$ cat config.mk
export PLATFORM = sky130hd
export DESIGN_NAME = scan_seq_multi
export DESIGN_NICKNAME = d
export VERILOG_FILES = /design/src/rtl/scan_seq_multi.sv
export SDC_FILE = /design/constraint.sdc
export NUM_CORES = 1
export LEC_CHECK = 0
export ABC_AREA = 1
export CAP_MARGIN = 20
export CORE_MARGIN = 5
export CORE_UTILIZATION = 50
export CTS_BUF_LIST = sky130_fd_sc_hd__clkbuf_2
export DETAILED_ROUTE_END_ITERATION = 8
export GPL_TIMING_DRIVEN = 0
export PLACE_DENSITY_LB_ADDON = 0.05
export SLEW_MARGIN = 20
export SYNTH_ARGS = -nofsm -noshare
export SYNTH_HDL_FRONTEND = slang
export SYNTH_SLANG_ARGS = --single-unit
$ cat constraint.sdc
create_clock -name clk_sys -period 6.52 [get_ports clk_sys]
set_clock_uncertainty 0.15 [all_clocks]
set_input_delay 0.652 -clock clk_sys [delete_from_list [all_inputs] [get_ports clk_sys]]
set_output_delay 0.652 -clock clk_sys [all_outputs]
set_load 0.01 [all_outputs]
$ cat src/rtl/scan_seq_multi.sv
// scan_seq_multi: table-driven phase sequencer for the NMR analogue front-end controls.
// Define SCAN_ALT_ACQ_EN to rotate the acquisition-switch bits by scan number (phase cycling).
module scan_seq_multi #(
  parameter int unsigned DATA_W = 16,
  parameter int unsigned NCH    = 2,
  parameter int unsigned DEPTH  = 8,
  parameter int unsigned CNT_W  = 16
) (
  input  logic              clk_sys,
  input  logic              scanrst,
  input  logic              scanstart,
  input  logic              scanabort,
  input  logic              scanload,
  input  logic              scanchoice,
  input  logic              tbl_clr,
  input  logic [DATA_W-1:0] datain,
  output logic              interrupt,
  output logic              busy,
  output logic              load_err,
  output logic [CNT_W-1:0]  scan_cnt,
  output logic              dumpon_ctr,
  output logic              dumpoff_ctr,
  output logic              rt_sw,
  output logic              calctrl,
  output logic              soft_d,
  output logic              s_acq,
  output logic              dds_conf,
  output logic [NCH-1:0]    sw_acq
);

  localparam int unsigned PAT_W  = 7 + NCH;
  localparam int unsigned IDX_W  = (DEPTH > 1) ? $clog2(DEPTH) : 1;
  localparam int unsigned WP_W   = $clog2(2 * DEPTH + 1);
  localparam int unsigned WP_END = 2 * DEPTH;

  typedef enum logic {IDLE, RUN} state_t;

  state_t            state;
  logic              start_q;
  logic [WP_W-1:0]   wr_ptr;
  logic [DATA_W-1:0] dur [DEPTH];
  logic [PAT_W-1:0]  pat [DEPTH];
  logic [CNT_W-1:0]  rep;
  logic [IDX_W-1:0]  phase;
  logic [DATA_W-1:0] cyc;
  logic [PAT_W-1:0]  pat_q;

  logic              start_rise;
  logic              at_last;
  logic              scan_end;
  logic              seq_done;
  logic [IDX_W-1:0]  nxt_idx;
  logic [IDX_W-1:0]  ld_idx;
  logic [CNT_W-1:0]  cnt_inc;
  logic [PAT_W-1:0]  ld_pat;
  logic [IDX_W-1:0]  wr_idx;
  logic              wr_ok;

  // Phase-end decision: a zero duration or the last table slot closes the scan.
  always_comb begin
    start_rise = scanstart & ~start_q;
    at_last    = (phase == IDX_W'(DEPTH - 1));
    nxt_idx    = at_last ? '0 : phase + IDX_W'(1);
    scan_end   = at_last || (dur[nxt_idx] == '0);
    cnt_inc    = scan_cnt + CNT_W'(1);
    seq_done   = scan_end && (rep != '0) && (cnt_inc == rep);
    ld_idx     = ((state == RUN) && !scan_end) ? nxt_idx : '0;
  end

`ifdef SCAN_ALT_ACQ_EN
  logic [CNT_W-1:0] ld_cnt;
  logic [2*NCH-1:0] sw_dbl;

  // Pattern about to be shown, with switch bits rotated by the scan it belongs to.
  always_comb begin
    ld_cnt = '0;
    if (state == RUN) ld_cnt = scan_end ? cnt_inc : scan_cnt;
    sw_dbl = {pat[ld_idx][PAT_W-1:7], pat[ld_idx][PAT_W-1:7]} << (ld_cnt % CNT_W'(NCH));
    ld_pat = {sw_dbl[2*NCH-1:NCH], pat[ld_idx][6:0]};
  end
`else
  assign ld_pat = pat[ld_idx];
`endif

  assign wr_idx = IDX_W'(wr_ptr >> 1);
  assign wr_ok  = scanload && !scanchoice && !tbl_clr && (state == IDLE) &&
                  (wr_ptr != WP_W'(WP_END));

  // Pattern words are not cleared by reset or tbl_clr.
  always_ff @(posedge clk_sys) begin
    if (scanrst && wr_ok && wr_ptr[0]) pat[wr_idx] <= datain[PAT_W-1:0];
  end

  always_ff @(posedge clk_sys) begin
    if (!scanrst) begin
      state     <= IDLE;
      start_q   <= 1'b0;
      wr_ptr    <= '0;
      rep       <= CNT_W'(1);
      phase     <= '0;
      cyc       <= '0;
      pat_q     <= '0;
      scan_cnt  <= '0;
      interrupt <= 1'b0;
      load_err  <= 1'b0;
      for (int i = 0; i < DEPTH; i++) dur[i] <= '0;
    end else begin
      start_q   <= scanstart;
      interrupt <= 1'b0;

      // Table and repeat register writes are only accepted while idle.
      if (state == RUN) begin
        if (scanload || tbl_clr) load_err <= 1'b1;
      end else if (tbl_clr) begin
        wr_ptr <= '0;
        for (int i = 0; i < DEPTH; i++) dur[i] <= '0;
      end else if (scanload) begin
        if (scanchoice) begin
          rep <= CNT_W'(datain);
        end else if (wr_ptr == WP_W'(WP_END)) begin
          load_err <= 1'b1;
        end else begin
          if (!wr_ptr[0]) dur[wr_idx] <= datain;
          wr_ptr <= wr_ptr + WP_W'(1);
        end
      end

      case (state)
        IDLE: begin
          if (start_rise && !scanabort) begin
            if (dur[0] != '0) begin
              state    <= RUN;
              scan_cnt <= '0;
              phase    <= '0;
              cyc      <= dur[0];
              pat_q    <= ld_pat;
            end else begin
              load_err <= 1'b1;
            end
          end
        end
        RUN: begin
          if (scanabort) begin
            state <= IDLE;
            pat_q <= '0;
          end else if (cyc != DATA_W'(1)) begin
            cyc <= cyc - DATA_W'(1);
          end else if (!scan_end) begin
            phase <= nxt_idx;
            cyc   <= dur[nxt_idx];
            pat_q <= ld_pat;
          end else begin
            scan_cnt <= cnt_inc;
            if (seq_done) begin
              state     <= IDLE;
              pat_q     <= '0;
              interrupt <= 1'b1;
            end else begin
              phase <= '0;
              cyc   <= dur[0];
              pat_q <= ld_pat;
            end
          end
        end
      endcase
    end
  end

  assign busy        = (state == RUN);
  assign dumpon_ctr  = pat_q[0];
  assign dumpoff_ctr = pat_q[1];
  assign rt_sw       = pat_q[2];
  assign calctrl     = pat_q[3];
  assign soft_d      = pat_q[4];
  assign s_acq       = pat_q[5];
  assign dds_conf    = pat_q[6];
  assign sw_acq      = pat_q[PAT_W-1:7];

endmodule

==> impl_metrics.yaml, run 1 <==
cts:
  clockBufferDepth: 3
  tritoncts: "built"
  clk_pin_slew_ns: 0.13
  postCtsSetupBuffers: 0
  hold_buffers: 0
  cts_sinks: 269
  root_buffer: "clkbuf_2"
  clk_latency_ns: 0.90
  cts_buffers: 72
  htreeDepth: 3
  cts_resized: 0
worst_setup_path:
  setup.worst_path.class: "reg2reg"
  crit_family: "simple AND/OR/NAND/NOR gates"
  crit_buf_inv: 4
  worstSetupStartpoint: "wr_ptr[1]$_SDFFE_PN0P_"
  worstReg2RegEnd: "dur[5][9]$_SDFFCE_PN0P_"
  regToRegStartpoint: "wr_ptr[1]$_SDFFE_PN0P_"
  crit_arrival_ns: 5.11
  crit_path_end: "dur[5][9]$_SDFFCE_PN0P_"
  critical_path.most_common_cell: "clkbuf_1"
  slowest_stage: "nand2_1"
  path_max_fanout: 16
  rr_worst_depth: 10
  crit_path_cell_trace: "clkbuf_1 -> inv_1 -> clkbuf_1 -> ha_1 -> nand3_1 -> nand2_1 -> nor3_1 -> nand4_1 -> clkbuf_1 -> nand2_1"
  r2r_slack_ns: 1.73
  cp-start-kind: "flip-flop"
  crit_required_ns: 6.84
  end_kind: "flip-flop"
  crit_cells: 10
  cpPeakStageDelay_ns: 0.72
drt:
  wl_met1_um: 18900
  firstDrtPassIters: 8
  routed-wl-met3_um: 3770
  routed.top_layer: "met4"
  wl_per_cell_um: 18.2
  wl_met2_um: 18000
  vias: 12200
  drt-initial-drc-count: 1251
  drc: 0
  drt-vias-per-instance: 5.34
  antenna_left: 0
  finalWirelength_um: 41600
sta:
  worst_pin_slew_ns: 0.943
  finalSetupViolations: 0
  rsz0062_at_grt: "no"
  min_period_ns: 4.79
  tns_ns: 0
  maxSlewViolCount: 0
  fin_crit_sh: 0.735
  hold_violations: 0
  fmax_mhz: 209
  layout_setup_ws_ns: 1.73
  max_slew_margin: 0.371
logic_synthesis:
  synth-seq-area-share: 0.535
  syn_inst: 1734
  synth_fp_nets: 1764
  mappedNetlistArea_um2: 13800
  synth_seq_cells: 269
  synth_edf_count: 200
  synth_ff_type: "edfxtp_1"
  yosysWarnings: 0
  synthArstFlopShare: 0
  synth_cell_types: 42
  avgSynthCellArea_um2: 7.97
global_routing:
  gr-usage-all-layers: 0.269
  grt_pass1_vias: 11700
  grt_antenna_before_repair: 1
  grt_max_degree: 17
  grt_pass1_wl_um: 65000
  grt_overflow_total: 0
pwr:
  power_density_nw_per_um2: 241
  ir_worst_vdd_mv: 0.136
  p_leak_nw: 6.89
flow_run:
  drv_cap: 0
placement:
  io_buffers: 50
  place_ws_ns: 1.77
  gp_routability_congestion: 0.974
  dpl.hpwl_um: 30000
  dpl_cell_area_um2: 14800
cells_and_area:
  fillers: 2601
  final_common_cell: "nand2_1"
  stdcell_area_um2: 15600
  area_growth_pct: 12.7
  multiInputGateArea_um2: 5090
  final_cell_mix: "nand2_1 (445), inv_1 (264), nor2_1 (238), edfxtp_1 (200), nand3_1 (184)"
  drive_above_1_share: 0.0932
  fin_nets: 1892
  regArea_um2: 7390
floorplan:
  die-area_um2: 31100
  initial_core_util: 0.510
  fp.dieH_um: 176
  die_x_um: 176
  ioPinCount: 51
  num_rows: 60
  core_um2: 27100
hold_path:
  hold_class: "in2reg"
run_status:
  status: "finished, final reports clean"
## per-layer routing
layer / track usage / vias to the layer above
met5: 0 / -
met1: 0.400 / 5705
met2: 0.399 / 547
li1: - / 5911
met4: 0.0812 / 0
met3: 0.0533 / 73
## power by group
group / switching [W] / internal (W) / total (W)
clock network: 0.000738 / 0.000541 / 0.00128
registers: 0.0000310 / 0.00190 / 0.00193
logic: 0.000386 / 0.000158 / 0.000544
## registers in the layout (all words and copies together) (netlist names), 3 cells and up
| signal | flops |
|---|---|
| dur | 128 |
| pat | 72 |
| phase | 3 |
| scan_cnt | 16 |
| rep | 16 |
| wr_ptr | 5 |
| cyc | 16 |
| pat_q | 9 |
## synthesized netlist by cell type, drive strengths merged (3+ instances only)
cell type,count,area share
xor2,10,0.0063
o211ai,11,0.0060
a21oi,54,0.020
clkinv,4,0.0011
xnor2,4,0.0025
nand4,40,0.019
nand3b,3,0.0016
edfxtp,200,0.43
nor4,9,0.0041
o22ai,3,0.0014
o221ai,9,0.0057
o21ai,64,0.023
nand2,448,0.12
inv,266,0.072
clkbuf,41,0.011
buf,35,0.015
nor2,240,0.066
or2,3,0.0014
nand3,184,0.067
ha,7,0.0063
nor3,18,0.0072
dfxtp,69,0.10
## final cells by class
type                    count  area share
flip-flops and latches    269       0.475
diodes                      1    0.000161
inverters                 270      0.0651
clock inverters            21      0.0103
clock buffers             111      0.0357
repair buffers             54      0.0334
plain buffers              76      0.0237
well taps                 372      0.0299
multi-input cells        1119       0.327
## how the worst min path moves through the flow
stage                                  endpoint  cells after the start             startpoint
final                        start_q$_SDFF_PN0_                      3              scanstart
after CTS                    start_q$_SDFF_PN0_                      3              scanstart
after global placement    pat_q[7]$_SDFFE_PN0P_                      2  pat_q[7]$_SDFFE_PN0P_
after floorplan            rep[12]$_SDFFE_PN0P_                      2   rep[12]$_SDFFE_PN0P_
after global routing         start_q$_SDFF_PN0_                      3              scanstart
after detailed placement  pat_q[3]$_SDFFE_PN0P_                      2  pat_q[3]$_SDFFE_PN0P_
## stage by stage
| stage | std cells | utilization | power (W) | hold WS [ns] |
|---|---|---|---|---|
| after CTS | 2292 | 0.574 | 0.00376 | 0.181 |
| after global placement | 2156 | 0.545 | 0.00249 | 0.308 |
| final | 2293 | 0.574 | 0.00375 | 0.227 |
| after global routing | 2293 | 0.574 | 0.00394 | 0.188 |
| after floorplan | 1734 | - | 0.00230 | 0.298 |
| after detailed placement | 2160 | 0.548 | 0.00250 | 0.310 |
## cells by family after synthesis
family                   Yosys count  share of synthesized area
adder cells (fa/ha/maj)            7                    0.00634
AND/OR/NAND/NOR                  949                      0.290
AO/OA/AOI/OAI                    149                     0.0600
XOR/XNOR                          14                    0.00888
buffers and inverters            346                      0.100
flip-flops                       269                      0.535
## worst reg2reg max path: stages (launching register included)
cell      delay (ns)
dfxtp_1         0.36
clkbuf_1        0.43
inv_1           0.11
clkbuf_1        0.29
ha_1            0.27
nand3_1         0.18
nand2_1         0.08
nor3_1          0.69
nand4_1         0.63
clkbuf_1        0.45
nand2_1         0.72
(Power assumes the default switching activity.)
==> inputs of run 2 (changes only) <==
- clock period: 6.52 -> 4.65 ns (I/O delays scaled with it)
==> impl_metrics.yaml, run 2 (synthesized netlist as in run 1, its figures left out) <==
worst_setup_path:
  crit_arrival_ns: 4.52
  crit_required_ns: 4.97
  path_max_fanout: 16
  regToRegStartpoint: "wr_ptr[1]$_SDFFE_PN0P_"
  cpPeakStageDelay_ns: 0.51
  setup.worst_path.class: "reg2reg"
  end_kind: "flip-flop"
  critical_path.most_common_cell: "clkbuf_1"
  crit_buf_inv: 4
  r2r_slack_ns: 0.45
  crit_family: "simple AND/OR/NAND/NOR gates"
  rr_worst_depth: 10
  slowest_stage: "nand4_1"
  crit_path_cell_trace: "clkbuf_1 -> inv_1 -> clkbuf_1 -> ha_1 -> nand3_1 -> nand2_1 -> nor3_2 -> nand4_1 -> clkbuf_1 -> nand2_2"
  worstReg2RegEnd: "dur[4][9]$_SDFFCE_PN0P_"
  cp-start-kind: "flip-flop"
floorplan:
  die_x_um: 176
  num_rows: 60
  die-area_um2: 31100
  ioPinCount: 51
  core_um2: 27100
  initial_core_util: 0.510
  fp.dieH_um: 176
sta:
  whs_ns: 0.172
  rsz0062_at_grt: "no"
  min_period_ns: 4.20
  fin_crit_sh: 0.903
  fmax_mhz: 238
  maxSlewViolCount: 0
  hold_violations: 0
  worst_pin_slew_ns: 0.935
  tns_ns: 0
  finalSetupViolations: 0
  max_slew_margin: 0.377
global_routing:
  grt_pass1_wl_um: 65000
  grt_pass1_vias: 11700
  grt_antenna_before_repair: 1
  gr-usage-all-layers: 0.269
  grt_overflow_total: 0
  grt_max_degree: 17
cells_and_area:
  largest_reg_flops: 128
  final_cells: 2294
  final_common_cell: "nand2_1"
  largest-register: "dur"
  fin_nets: 1893
  final_cell_mix: "nand2_1 (439), inv_1 (264), nor2_1 (238), edfxtp_1 (200), nand3_1 (184)"
  drive_above_1_share: 0.0968
  area_growth_pct: 12.9
  fillers: 2602
  reg_top3: "dur: 128 flops, pat: 72 flops"
pwr:
  power_density_nw_per_um2: 337
  ir_worst_vdd_mv: 0.190
  power_w: 0.00526
  p_leak_nw: 6.89
cts:
  clockBufferDepth: 3
  clk_latency_ns: 0.90
  htreeDepth: 3
  clk_pin_slew_ns: 0.12
  cts_sinks: 269
  postCtsSetupBuffers: 0
  root_buffer: "clkbuf_2"
  cts_buffers: 72
  tritoncts: "built"
placement:
  dpl.cell_count: 2160
  dpl.hpwl_um: 30000
  gp_routability_congestion: 0.974
  io_buffers: 50
flow_run:
  drv_cap: 0
drt:
  drt-initial-drc-count: 1207
  antenna_left: 0
  drt-vias-per-instance: 5.37
  finalWirelength_um: 41600
  firstDrtPassIters: 6
  wl_per_cell_um: 18.1
  vias: 12300
  drc: 0
hold_path:
  hold_depth: 3
  hold_class: "in2reg"
  holdPathEnd: "rep[11]$_SDFFE_PN0P_"
  min_from: "datain[11]"
run_status:
  status: "finished, final reports clean"
[run 2: changes by cell type in the layout (fill, tap and decap cells not counted)]
| cell | change |
|---|---|
| nor3_1 | -1 |
| dlygate4sd3_1 | +1 |
| nand2_2 | +6 |
| nor3_2 | +1 |
| nand2_1 | -6 |
[run 2: repair_timing]
| action | CTS | global route |
|---|---|---|
| hold endpoints to repair | 1 | 0 |
| resized for setup | 3 | 4 |
| hold buffers | 1 | 0 |
| endpoints found under the setup margin | 18 | 112 |
[run 2: area by class of cell]
type / count / area (um^2) / share of cell area
Timing Repair Buffer: 55 / 531 / 0.0340
Buffer: 76 / 369 / 0.0237
Multi-Input combinational cell: 1119 / 5110 / 0.328
Sequential cell: 269 / 7390 / 0.474
Tap cell: 372 / 465 / 0.0298
Clock buffer: 111 / 556 / 0.0356
Inverter: 270 / 1010 / 0.0650
Antenna cell: 1 / 2.50 / 0.000160
Clock inverter: 21 / 160 / 0.0103
[run 2: tightest hold or removal path: cells and delay by family]
family	cells	cell delay, ns
buffers and inverters	1	0.45
AOI/OAI and AO/OA	2	0.21
[run 2: report_power, final]
group	total (W)	internal (W)	switching, W
sequential	0.00270	0.00266	0.0000435
combinational	0.000764	0.000222	0.000542
clock	0.00179	0.000759	0.00103
total	0.00526	0.00364	0.00162
[run 2: worst max path at each step]
stage / cells after the start / start / endpoint
detailed placement: 10 / wr_ptr[1]$_SDFFE_PN0P_ / dur[4][15]$_SDFFCE_PN0P_
CTS: 10 / wr_ptr[1]$_SDFFE_PN0P_ / dur[6][9]$_SDFFCE_PN0P_
floorplan: 10 / wr_ptr[1]$_SDFFE_PN0P_ / dur[2][0]$_SDFFCE_PN0P_
finish: 10 / wr_ptr[1]$_SDFFE_PN0P_ / dur[4][9]$_SDFFCE_PN0P_
global route: 10 / wr_ptr[1]$_SDFFE_PN0P_ / dur[4][8]$_SDFFCE_PN0P_
global placement: 9 / tbl_clr / dur[7][0]$_SDFFCE_PN0P_
[run 2: routing by layer]
layer	global-route usage	routed length (um)	up-vias
met4	0.0815	1090	0
met1	0.400	18900	5742
met5	0	0	-
met3	0.0533	3780	85
met2	0.399	17800	579
li1	-	-	5917
[run 2: stage by stage]
stage	util	area (um^2)	setup WS, ns
after floorplan	-	13800	1.46
after global placement	0.545	14800	0.169
after detailed placement	0.548	14800	0.0323
after CTS	0.575	15600	0.0924
after global routing	0.576	15600	0.161
final	0.576	15600	0.449
==> inputs of run 3 (changes only) <==
- ABC_CLOCK_PERIOD_IN_PS: unset -> 4650
- GPL_TIMING_DRIVEN: 0 -> 1
==> impl_metrics.yaml, run 3 (synthesized netlist as in run 1, its figures left out) <==
worst_setup_path:
  rr_worst_depth: 21
  cp-start-kind: "flip-flop"
  crit_path_end: "cyc[10]$_SDFFE_PN0P_"
  worstSetupStartpoint: "phase[0]$_SDFFE_PN0P_"
  slowest_stage: "inv_1"
  regToRegStartpoint: "phase[0]$_SDFFE_PN0P_"
  crit_arrival_ns: 4.71
  end_kind: "flip-flop"
  setup.worst_path.class: "reg2reg"
  cpPeakStageDelay_ns: 0.42
  path_max_fanout: 39
  worstReg2RegEnd: "cyc[10]$_SDFFE_PN0P_"
  r2r_slack_ns: 0.53
  crit_path_cell_trace: "ha_1 -> ha_1 -> inv_2 -> nand2_4 -> buf_12 -> nand2_1 -> nand3_1 -> nand3_1 -> nand2_1 -> nor2_1 -> nand2_1 -> nor2_1 -> nand2_2 -> nand2_2 -> nand4_1 -> o21ai_1 -> nand2_1 -> buf_4 -> inv_1 -> nor2_1 -> nor2_1"
  crit_required_ns: 5.24
cts:
  tritoncts: "built"
  cts_resized: 0
  hold_buffers: 0
  cts_sinks: 269
  htreeDepth: 3
  cts_buffers: 73
  root_buffer: "clkbuf_2"
  clockBufferDepth: 3
  clk_pin_slew_ns: 0.10
  postCtsSetupBuffers: 0
  clk_latency_ns: 0.92
global_routing:
  grt_pass1_wl_um: 63000
  grt_antenna_before_repair: 1
  grt_max_degree: 40
  grt_overflow_total: 0
  grt_pass1_vias: 11400
  gr-usage-all-layers: 0.259
drt:
  firstDrtPassIters: 5
  drt-initial-drc-count: 1405
  drt-vias-per-instance: 5.37
  finalWirelength_um: 40300
  wl_per_cell_um: 17.9
  antenna_left: 0
  drc: 0
  vias: 12100
flow_run:
  drv_cap: 0
pwr:
  p_leak_nw: 6.86
  power_density_nw_per_um2: 340
  ir_worst_vdd_mv: 0.174
cells_and_area:
  final_cell_mix: "nand2_1 (445), inv_1 (264), nor2_1 (237), edfxtp_1 (200), nand3_1 (184)"
  drive_above_1_share: 0.0935
  stdcell_area_um2: 15400
  area_growth_pct: 11.8
  final_common_cell: "nand2_1"
  largest_reg_flops: 128
  largest-register: "dur"
  reg_top3: "dur: 128 flops, pat: 72 flops"
  fin_nets: 1851
floorplan:
  die_x_um: 176
  fp.dieH_um: 176
  ioPinCount: 51
  num_rows: 60
  core_um2: 27100
  initial_core_util: 0.510
  die-area_um2: 31100
sta:
  worst_pin_slew_ns: 0.939
  min_period_ns: 4.12
  finalSetupViolations: 0
  hold_violations: 0
  fin_crit_sh: 0.887
  rsz0062_at_grt: "no"
  max_slew_margin: 0.369
  tns_ns: 0
  fmax_mhz: 242
  maxSlewViolCount: 0
placement:
  gp_routability_congestion: 0.933
  io_buffers: 50
  dpl.hpwl_um: 27400
  dpl_cell_area_um2: 14700
hold_path:
  hold_class: "in2reg"
  min_from: "scanstart"
run_status:
  status: "finished, final reports clean"
==> run 3: changes by cell type in the layout (fill, tap and decap cells not counted), moves of 3 or more <==
| cell | change |
|---|---|
| buf_2 | -25 |
| nand2_1 | +6 |
| buf_1 | -4 |
| nor3_1 | +5 |
| nor3_2 | -5 |
| clkinv_1 | -3 |
| nand2_2 | -6 |
| clkbuf_1 | -40 |
| buf_6 | -5 |
| buf_4 | +32 |
==> run 3: layer usage <==
metal	vias up	share of wire	track usage	routed length, um
met5	-	0	0	0
met4	0	0.024	0.0702	972
met3	94	0.088	0.0602	3550
met2	535	0.44	0.394	17800
met1	5598	0.45	0.374	18000
li1	5839	-	-	-
==> run 3: critical path: cells and delay by family, from the launching register on <==
family                   cells  cell delay [ns]
adder cells (fa/ha/maj)      2             0.44
flip-flops                   1             0.33
buffers and inverters        4             1.01
AO/OA/AOI/OAI                1             0.16
AND/OR/NAND/NOR             14             1.90
==> run 3: how the worst min path moves through the flow <==
stage | slack, ns | cells past startpoint | endpoint
6_report | 0.08 | 3 | start_q$_SDFF_PN0_
3_5_place_dp | 0.32 | 2 | pat_q[4]$_SDFFE_PN0P_
3_3_place_gp | 0.32 | 2 | rep[1]$_SDFFE_PN0P_
2_1_floorplan | 0.30 | 2 | rep[12]$_SDFFE_PN0P_
4_1_cts | 0.04 | 3 | start_q$_SDFF_PN0_
5_1_grt | 0.04 | 3 | start_q$_SDFF_PN0_
==> run 3: area by class of cell <==
class / count / area (um^2)
well taps: 372 / 465
fillers: 2628 / 11700
multi-input cells: 1119 / 5070
clock buffers: 111 / 556
repair buffers: 88 / 798
inverters: 270 / 1010
clock inverters: 15 / 151
flip-flops and latches: 269 / 7390
diodes: 1 / 2.50
==> run 3: metrics by stage <==
stage	util	std cells	total power, W	hold WS, ns	setup WS, ns
4_1_cts	0.570	2244	0.00529	0.0364	0.631
5_1_grt	0.570	2245	0.00552	0.0426	0.189
3_3_place_gp	0.544	2118	0.00347	0.316	0.721
2_1_floorplan	-	1734	0.00323	0.298	1.46
3_5_place_dp	0.544	2118	0.00347	0.317	0.638
6_report	0.570	2245	0.00526	0.0781	0.525
==> run 3: where the power goes <==
group	switching [W]	internal, W
clock network	0.00103	0.000798
registers	0.0000499	0.00266
logic	0.000507	0.000214
